**src/rtl/alu_pkg.sv**
```systemverilog
// Shared types and constants for the nibble-serial 74181 ALU front end.
package alu_pkg;

    localparam int NIB_W = 4;

    typedef enum logic [1:0] {
        IDLE = 2'd0,
        RUN  = 2'd1,
        DONE = 2'd2
    } state_t;

    // Common function selects; XOR and AND assume logic mode (m=1).
    localparam logic [3:0] S_ADD = 4'b1001;
    localparam logic [3:0] S_SUB = 4'b0110;
    localparam logic [3:0] S_XOR = 4'b0110;
    localparam logic [3:0] S_AND = 4'b1011;

endpackage

```
**src/rtl/alu_nibble_slice.sv**
```systemverilog
// Combinational 4-bit 74181 slice: active-high data, active-low carry in/out
// and active-low group propagate/generate.
module alu_nibble_slice
    import alu_pkg::*;
(
    input  logic [NIB_W-1:0] a,
    input  logic [NIB_W-1:0] b,
    input  logic [3:0]       s,
    input  logic             m,
    input  logic             cn_n,
    output logic [NIB_W-1:0] f,
    output logic             cn4_n,
    output logic             p_n,
    output logic             g_n
);

    logic [NIB_W-1:0] p;
    logic [NIB_W-1:0] g;
    logic [NIB_W:0]   c;

    always_comb begin
        // p and g are the inverted per-bit propagate and generate terms.
        p = ~(a | (b & {NIB_W{s[0]}}) | (~b & {NIB_W{s[1]}}));
        g = ~((a & ~b & {NIB_W{s[2]}}) | (a & b & {NIB_W{s[3]}}));

        c    = '0;
        c[0] = ~cn_n;
        for (int i = 0; i < NIB_W; i++) begin
            c[i+1] = ~g[i] | (~p[i] & c[i]);
        end

        // Logic mode holds the carry term at its inactive level, which
        // reaches F as a constant 1 in the XOR.
        f     = p ^ g ^ (c[NIB_W-1:0] | {NIB_W{m}});
        cn4_n = ~c[NIB_W];

        p_n = |p;
        g_n = ~(~g[3]
               | (~p[3] & ~g[2])
               | (~p[3] & ~p[2] & ~g[1])
               | (~p[3] & ~p[2] & ~p[1] & ~g[0]));
    end

endmodule

```
**src/rtl/alu16_nibble_seq.sv**
```systemverilog
// Nibble-serial ALU: runs one 74181 slice over NIBBLES cycles, LSB nibble first.
// Optional group propagate/generate outputs are enabled by ALU_GROUP_PG_EN.
module alu16_nibble_seq
    import alu_pkg::*;
#(
    parameter int NIBBLES = 4
) (
    input  logic                     clk,
    input  logic                     rst,
    input  logic                     start,
    input  logic [NIBBLES*NIB_W-1:0] a,
    input  logic [NIBBLES*NIB_W-1:0] b,
    input  logic [3:0]               s,
    input  logic                     m,
    input  logic                     cn_n,
    output logic                     ready,
    output logic                     done,
    output logic [NIBBLES*NIB_W-1:0] f,
    output logic                     co_n,
    output logic                     aeqb
`ifdef ALU_GROUP_PG_EN
    ,
    output logic                     grp_p_n,
    output logic                     grp_g_n
`endif
);

    localparam int WIDTH = NIBBLES * NIB_W;
    localparam int IDX_W = (NIBBLES > 1) ? $clog2(NIBBLES) : 1;

    state_t             state_q, state_d;
    logic [IDX_W-1:0]   idx_q, idx_d;
    logic               carry_q, carry_d;
    logic [WIDTH-1:0]   a_q, a_d;
    logic [WIDTH-1:0]   b_q, b_d;
    logic [3:0]         s_q, s_d;
    logic               m_q, m_d;
    logic [WIDTH-1:0]   res_q, res_d;
    logic [WIDTH-1:0]   f_q, f_d;
    logic               co_n_q, co_n_d;
    logic               aeqb_q, aeqb_d;
    logic               done_q, done_d;

    logic [NIB_W-1:0]   slice_f;
    logic               slice_cn4_n;
    logic               slice_p_n;
    logic               slice_g_n;

`ifdef ALU_GROUP_PG_EN
    logic pacc_q, pacc_d;
    logic gacc_q, gacc_d;
    logic grp_p_n_q, grp_p_n_d;
    logic grp_g_n_q, grp_g_n_d;
`else
    logic unused_pg;
    assign unused_pg = slice_p_n ^ slice_g_n;
`endif

    alu_nibble_slice u_slice (
        .a     (a_q[idx_q*NIB_W +: NIB_W]),
        .b     (b_q[idx_q*NIB_W +: NIB_W]),
        .s     (s_q),
        .m     (m_q),
        .cn_n  (carry_q),
        .f     (slice_f),
        .cn4_n (slice_cn4_n),
        .p_n   (slice_p_n),
        .g_n   (slice_g_n)
    );

    always_comb begin
        state_d = state_q;
        idx_d   = idx_q;
        carry_d = carry_q;
        a_d     = a_q;
        b_d     = b_q;
        s_d     = s_q;
        m_d     = m_q;
        res_d   = res_q;
        f_d     = f_q;
        co_n_d  = co_n_q;
        aeqb_d  = aeqb_q;
        done_d  = 1'b0;
`ifdef ALU_GROUP_PG_EN
        pacc_d    = pacc_q;
        gacc_d    = gacc_q;
        grp_p_n_d = grp_p_n_q;
        grp_g_n_d = grp_g_n_q;
`endif

        case (state_q)
            IDLE: begin
                if (start) begin
                    a_d     = a;
                    b_d     = b;
                    s_d     = s;
                    m_d     = m;
                    carry_d = cn_n;
                    idx_d   = '0;
                    state_d = RUN;
`ifdef ALU_GROUP_PG_EN
                    pacc_d  = 1'b1;
                    gacc_d  = 1'b0;
`endif
                end
            end
            RUN: begin
                res_d[idx_q*NIB_W +: NIB_W] = slice_f;
                carry_d = slice_cn4_n;
                idx_d   = idx_q + 1'b1;
`ifdef ALU_GROUP_PG_EN
                pacc_d  = pacc_q & ~slice_p_n;
                gacc_d  = ~slice_g_n | (~slice_p_n & gacc_q);
`endif
                if (idx_q == IDX_W'(NIBBLES - 1)) begin
                    state_d = DONE;
                end
            end
            DONE: begin
                // Visible outputs update only here so they hold across the next run.
                f_d     = res_q;
                co_n_d  = carry_q;
                aeqb_d  = &res_q;
                done_d  = 1'b1;
                state_d = IDLE;
`ifdef ALU_GROUP_PG_EN
                grp_p_n_d = ~pacc_q;
                grp_g_n_d = ~gacc_q;
`endif
            end
            default: state_d = IDLE;
        endcase
    end

    always_ff @(posedge clk) begin
        if (rst) begin
            state_q <= IDLE;
            idx_q   <= '0;
            carry_q <= 1'b1;
            a_q     <= '0;
            b_q     <= '0;
            s_q     <= '0;
            m_q     <= 1'b0;
            res_q   <= '0;
            f_q     <= '0;
            co_n_q  <= 1'b1;
            aeqb_q  <= 1'b0;
            done_q  <= 1'b0;
`ifdef ALU_GROUP_PG_EN
            pacc_q    <= 1'b1;
            gacc_q    <= 1'b0;
            grp_p_n_q <= 1'b1;
            grp_g_n_q <= 1'b1;
`endif
        end else begin
            state_q <= state_d;
            idx_q   <= idx_d;
            carry_q <= carry_d;
            a_q     <= a_d;
            b_q     <= b_d;
            s_q     <= s_d;
            m_q     <= m_d;
            res_q   <= res_d;
            f_q     <= f_d;
            co_n_q  <= co_n_d;
            aeqb_q  <= aeqb_d;
            done_q  <= done_d;
`ifdef ALU_GROUP_PG_EN
            pacc_q    <= pacc_d;
            gacc_q    <= gacc_d;
            grp_p_n_q <= grp_p_n_d;
            grp_g_n_q <= grp_g_n_d;
`endif
        end
    end

    assign ready = (state_q == IDLE);
    assign done  = done_q;
    assign f     = f_q;
    assign co_n  = co_n_q;
    assign aeqb  = aeqb_q;
`ifdef ALU_GROUP_PG_EN
    assign grp_p_n = grp_p_n_q;
    assign grp_g_n = grp_g_n_q;
`endif

endmodule

```
**config.mk**
```make
export PLATFORM = sky130hd
export DESIGN_NAME = alu16_nibble_seq
export DESIGN_NICKNAME = d
export VERILOG_FILES = /design/src/rtl/alu_pkg.sv /design/src/rtl/alu_nibble_slice.sv /design/src/rtl/alu16_nibble_seq.sv
export SDC_FILE = /design/constraint.sdc
export NUM_CORES = 1
export LEC_CHECK = 0
export CORE_MARGIN = 2
export CORE_UTILIZATION = 54
export CTS_BUF_LIST = sky130_fd_sc_hd__clkbuf_4 sky130_fd_sc_hd__clkbuf_8
export CTS_CLUSTER_DIAMETER = 30
export DETAILED_ROUTE_END_ITERATION = 8
export PLACE_DENSITY = 0.8
export RECOVER_POWER = 25
export SLEW_MARGIN = 0
export SYNTH_ARGS = -nofsm -noshare
export SYNTH_HDL_FRONTEND = slang
export SYNTH_HIERARCHICAL = 1
export SYNTH_SLANG_ARGS = --single-unit
```
**constraint.sdc**
```tcl
create_clock -name clk -period 3.3 [get_ports clk]
set_input_delay 0.66 -clock clk [delete_from_list [all_inputs] [get_ports clk]]
set_output_delay 0.66 -clock clk [all_outputs]
set_load 0.03 [all_outputs]
```
==> impl_metrics.csv, run 1 <==
group,metric,value,unit
timing,maxSlewViolCount,0,
clock_tree,insertion_delay,340,ps
cells_and_area,layout_commonest_cell,"nand2_1",
run,maxCapViolations,0,
timing,final_hold_viol_count,0,
global_route,groute.usage.overall,0.230,
timing,setup_tns,0,ps
cells_and_area,syn_to_final_growth,24.4,%
cells_and_area,drive_gt1_frac,0.0909,
synthesis,syn_area,3360,um^2
placed_design,place_hpwl,5240,um
floorplan,die-area,6860,um^2
setup_path,reg2reg_depth,7,
drt,initialDrtViolationCount,290,
setup_path,worstPathMaxFanout,5,
floorplan,row_count,28,
timing,holdWs,452,ps
floorplan,initial_core_util,0.563,
setup_path,setup.worst_path.class,"reg -> reg",
timing,finClkSkew,7.87,ps
timing,grt_setup_unrepaired,"no",
clock_tree,cts_resized,0,
timing,setup_viol,0,
clock_tree,h-tree-depth,3,
pwr,peakVddDrop,0.317,mV
global_route,grt_max_degree,78,
synthesis,postSynthCellCount,399,
floorplan,die_h,82.8,um
timing,fmax,383,MHz
drt,vias,2881,
cells_and_area,most-common-layout-cells,"125 x nand2_1, 77 x dfxtp_1, 68 x a21oi_1",
pwr,p_per_area,487,nW/um^2
clock_tree,clock_sinks,77,
setup_path,cp-end-kind,"flip-flop",
clock_tree,cts_buffers,9,
global_route,grt_overflow,0,
cells_and_area,utilization,0.701,
clock_tree,cts_root_buf,"clkbuf_8",
timing,slew_headroom,0.0272,
cells_and_area,nNetsFinal,492,
floorplan,core,5960,um^2
outcome,status,"completed",
timing,min_period,2610,ps
drt,routedWlPerCell,14.3,um
global_route,grt_pass1_wl,13100,um
drt,via_per_inst,5.48,
clock_tree,cts_tree,"built",
global_route,antenna_found_initial,0,
drt,drtPass1Iterations,4,
drt,final_antenna_net_count,0,
pwr,leakage,1.50,nW
clock_tree,ctsHoldBuffers,0,
clock_tree,path_clk_slew,80,ps
synthesis,synth_nets,445,
setup_path,startpoint_type,"flip-flop",
synthesis,avgSynthCellArea,8.41,um^2
min_path,min_path_type,"reg -> reg",
clock_tree,post_cts_buffers,0,
cells_and_area,antenna_cells,0,
setup_path,worst_r2r_endpoint,"res_q[15]",
synthesis,yosysWarningCount,6,
setup_path,arrival,2860,ps
drt,drt_wl_total,7530,um
setup_path,rrSetupSlack,690,ps
min_path,whs_endpoint,"f[12]",
timing,tightest_slew,1460,ps
timing,post-route-period-util,0.792,
floorplan,io_pins,61,
setup_path,worstPathRequired,3550,ps
min_path,min-delay-start,"f[12]",
drt,drc,0,
floorplan,die_w,82.8,um
setup_path,r2r_start,"idx_q[0]",
global_route,grt_pass1_vias,2816,
clock_tree,clock_path_buffers,2,
placed_design,portBuffers,60,
placed_design,gp_congestion,0.874,
min_path,hold_depth,2,
==> critical path, stage by stage (launching register included) <==
cell and delay [ps]:
dfxtp_1 510, mux4_2 590, mux2i_1 270, mux2i_1 140
or3_2 470, o211ai_2 260, nand4_1 130, a21oi_1 150
==> layer usage <==
| layer | wire length, um | share of wire | up-vias | GRT usage |
|---|---|---|---|---|
| met5 | 0 | 0 | - | 0 |
| met4 | 112 | 0.015 | 0 | 0.0805 |
| met3 | 334 | 0.044 | 11 | 0.0427 |
| met2 | 3610 | 0.48 | 81 | 0.383 |
| met1 | 3470 | 0.46 | 1322 | 0.299 |
| li1 | - | - | 1467 | - |
==> metrics by stage <==
stage                     setup WS, ps  area [um^2]  instances  power [mW]
after global placement             814         3950        510        1.26
final                              688         4170        526        2.03
after detailed placement           743         3950        510        1.27
after CTS                          714         4180        526        2.04
after floorplan                    709         3360        399        1.18
after global routing               485         4170        526        2.12
==> flip-flops by register name, indices dropped and copies added, names as in the netlist <==
name / cells
done: 1
f: 16
carry_q: 1
m_q: 1
state_q: 2
s_q: 4
res_q: 16
a_q: 16
b_q: 16
idx_q: 2
aeqb: 1
co_n: 1
==> worst max-delay path by stage <==
stage | from | to | slack [ps]
final | idx_q[0] | res_q[15] | 690
after CTS | idx_q[0] | res_q[14] | 710
after global placement | idx_q[0] | res_q[15] | 810
after detailed placement | idx_q[0] | res_q[14] | 740
after global routing | idx_q[0] | res_q[14] | 490
after floorplan | idx_q[0] | res_q[15] | 710
==> power by group <==
group / switching, mW / internal (mW) / leakage (nW)
Sequential: 0.0305 / 0.963 / 0.627
Clock: 0.339 / 0.445 / 0.112
Combinational: 0.134 / 0.122 / 0.759
Total: 0.503 / 1.53 / 1.50
==> area by class of cell <==
class	count	area (um^2)
clock inverters	6	86.3
fillers	507	1780
clock buffers	10	138
well taps	75	93.8
flip-flops and latches	77	1540
multi-input cells	290	1680
repair buffers	64	622
inverters	4	15.0
(Power assumes the default switching activity.)
==> run 2: changes to the inputs <==
clock period = 2.5 ns   (was 3.3 ns; I/O delays follow)
==> run 2 against run 1 <==
  * Non-clock buffer count increased by 10
  * Combinational power increased by 46%
  * Clock skew decreased by 2.8 ps
==> impl_metrics.csv, run 2 (same netlist as run 1, synthesis figures left out) <==
group,metric,value,unit
outcome,status,"completed",
setup_path,worstPathMaxFanout,4,
floorplan,row_count,28,
clock_tree,path_clk_slew,80,ps
timing,post-route-period-util,0.979,
timing,fin_ws,52.8,ps
timing,setup_viol,0,
global_route,antenna_found_initial,0,
setup_path,worstPathRequired,2740,ps
timing,fmax,409,MHz
clock_tree,h-tree-depth,3,
setup_path,arrival,2680,ps
timing,tightest_slew,1330,ps
setup_path,reg2reg_depth,7,
placed_design,gp_congestion,0.912,
clock_tree,clock_path_buffers,2,
cells_and_area,nNetsFinal,502,
floorplan,die-area,6860,um^2
placed_design,dp_slack,16.0,ps
cells_and_area,most-common-layout-cells,"125 x nand2_1, 76 x dfxtp_1, 68 x a21oi_1",
timing,min_period,2450,ps
timing,finClkSkew,5.09,ps
setup_path,startpoint_type,"flip-flop",
min_path,min_path_type,"reg -> reg",
setup_path,worst_r2r_endpoint,"carry_q",
cells_and_area,layout_commonest_cell,"nand2_1",
cells_and_area,antenna_cells,0,
drt,drtPass1Iterations,5,
setup_path,startpoint,"idx_q[0]",
clock_tree,cts_tree,"built",
clock_tree,clock_sinks,77,
global_route,grt_overflow,0,
cells_and_area,utilization,0.724,
floorplan,die_h,82.8,um
timing,slew_headroom,0.111,
clock_tree,insertion_delay,350,ps
pwr,p_per_area,658,nW/um^2
drt,drc,0,
global_route,grt_pass1_vias,2893,
clock_tree,cts_buffers,9,
setup_path,cp-end-kind,"flip-flop",
setup_path,critPathCapture,"carry_q",
timing,final_hold_viol_count,0,
floorplan,die_w,82.8,um
drt,final_antenna_net_count,0,
global_route,grt_max_degree,51,
drt,vias,3064,
floorplan,core,5960,um^2
pwr,peakVddDrop,0.406,mV
global_route,grt_pass1_wl,13600,um
clock_tree,cts_root_buf,"clkbuf_8",
run,maxCapViolations,0,
drt,initialDrtViolationCount,241,
floorplan,io_pins,61,
clock_tree,ctsHoldBuffers,0,
placed_design,place_hpwl,5650,um
drt,routedWlPerCell,15.2,um
setup_path,setup.worst_path.class,"reg -> reg",
drt,via_per_inst,5.72,
timing,setup_tns,0,ps
pwr,leakage,1.52,nW
global_route,groute.usage.overall,0.243,
placed_design,portBuffers,60,
setup_path,r2r_start,"idx_q[0]",
floorplan,initial_core_util,0.563,
timing,maxSlewViolCount,0,
setup_path,rrSetupSlack,50,ps
cells_and_area,drive_gt1_frac,0.117,
drt,drt_wl_total,8170,um
cells_and_area,syn_to_final_growth,28.4,%
-- run 2: how the worst min path moves through the flow --
| stage | slack, ps | cells after the start | to | startpoint |
|---|---|---|---|---|
| detailed placement | 450 | 2 | f[7] | f[7] |
| CTS | 460 | 2 | f[13] | f[13] |
| global placement | 440 | 2 | f[11] | f[11] |
| finish | 450 | 2 | f[5] | f[5] |
| global route | 480 | 2 | f[7] | f[7] |
| floorplan | 430 | 2 | a_q[10] | a_q[10] |
-- run 2: area by class of cell --
type	count	area (um^2)
multi-input combinational	290	1700
tap	75	93.8
clock buffer	12	153
clock inverter	4	95.1
inverter	4	15.0
sequential	77	1550
fill	476	1650
timing repair buffer	74	712
-- run 2: timing repair --
item | 4_1_cts | 5_1_grt
setup endpoints to repair | 4 | 4
resized for setup | 1 | 5
setup buffers | 0 | 1
pin swaps | 0 | 1
-- run 2: layer usage --
layer  part of all wire  vias up  track usage
met5                  0        -            0
met4              0.029        0        0.121
met3              0.056       23       0.0427
met2               0.47      128        0.394
met1               0.44     1429        0.313
li1                   -     1484            -
-- run 2: power breakdown --
group | internal [mW] | switching (mW) | leakage [nW] | total, mW
sequential | 1.27 | 0.0408 | 0.628 | 1.31
clock | 0.712 | 0.441 | 0.127 | 1.15
combinational | 0.182 | 0.191 | 0.767 | 0.373
-- run 2: critical path, cell delays in order (launching register included) --
cell and delay, ps:
dfxtp_4 390, mux4_2 530, mux2_2 280, a22oi_1 120
a211oi_1 490, o31ai_1 160, a221oi_1 290, nand2_1 70
-- run 2: per-stage QoR --
step | power, mW | cells | hold slack (ps) | area, um^2
after floorplan | 1.56 | 399 | 433 | 3360
after global placement | 1.68 | 519 | 442 | 4030
after detailed placement | 1.69 | 519 | 447 | 4030
after CTS | 2.82 | 535 | 457 | 4280
after global routing | 2.95 | 536 | 481 | 4310
final | 2.84 | 536 | 454 | 4310
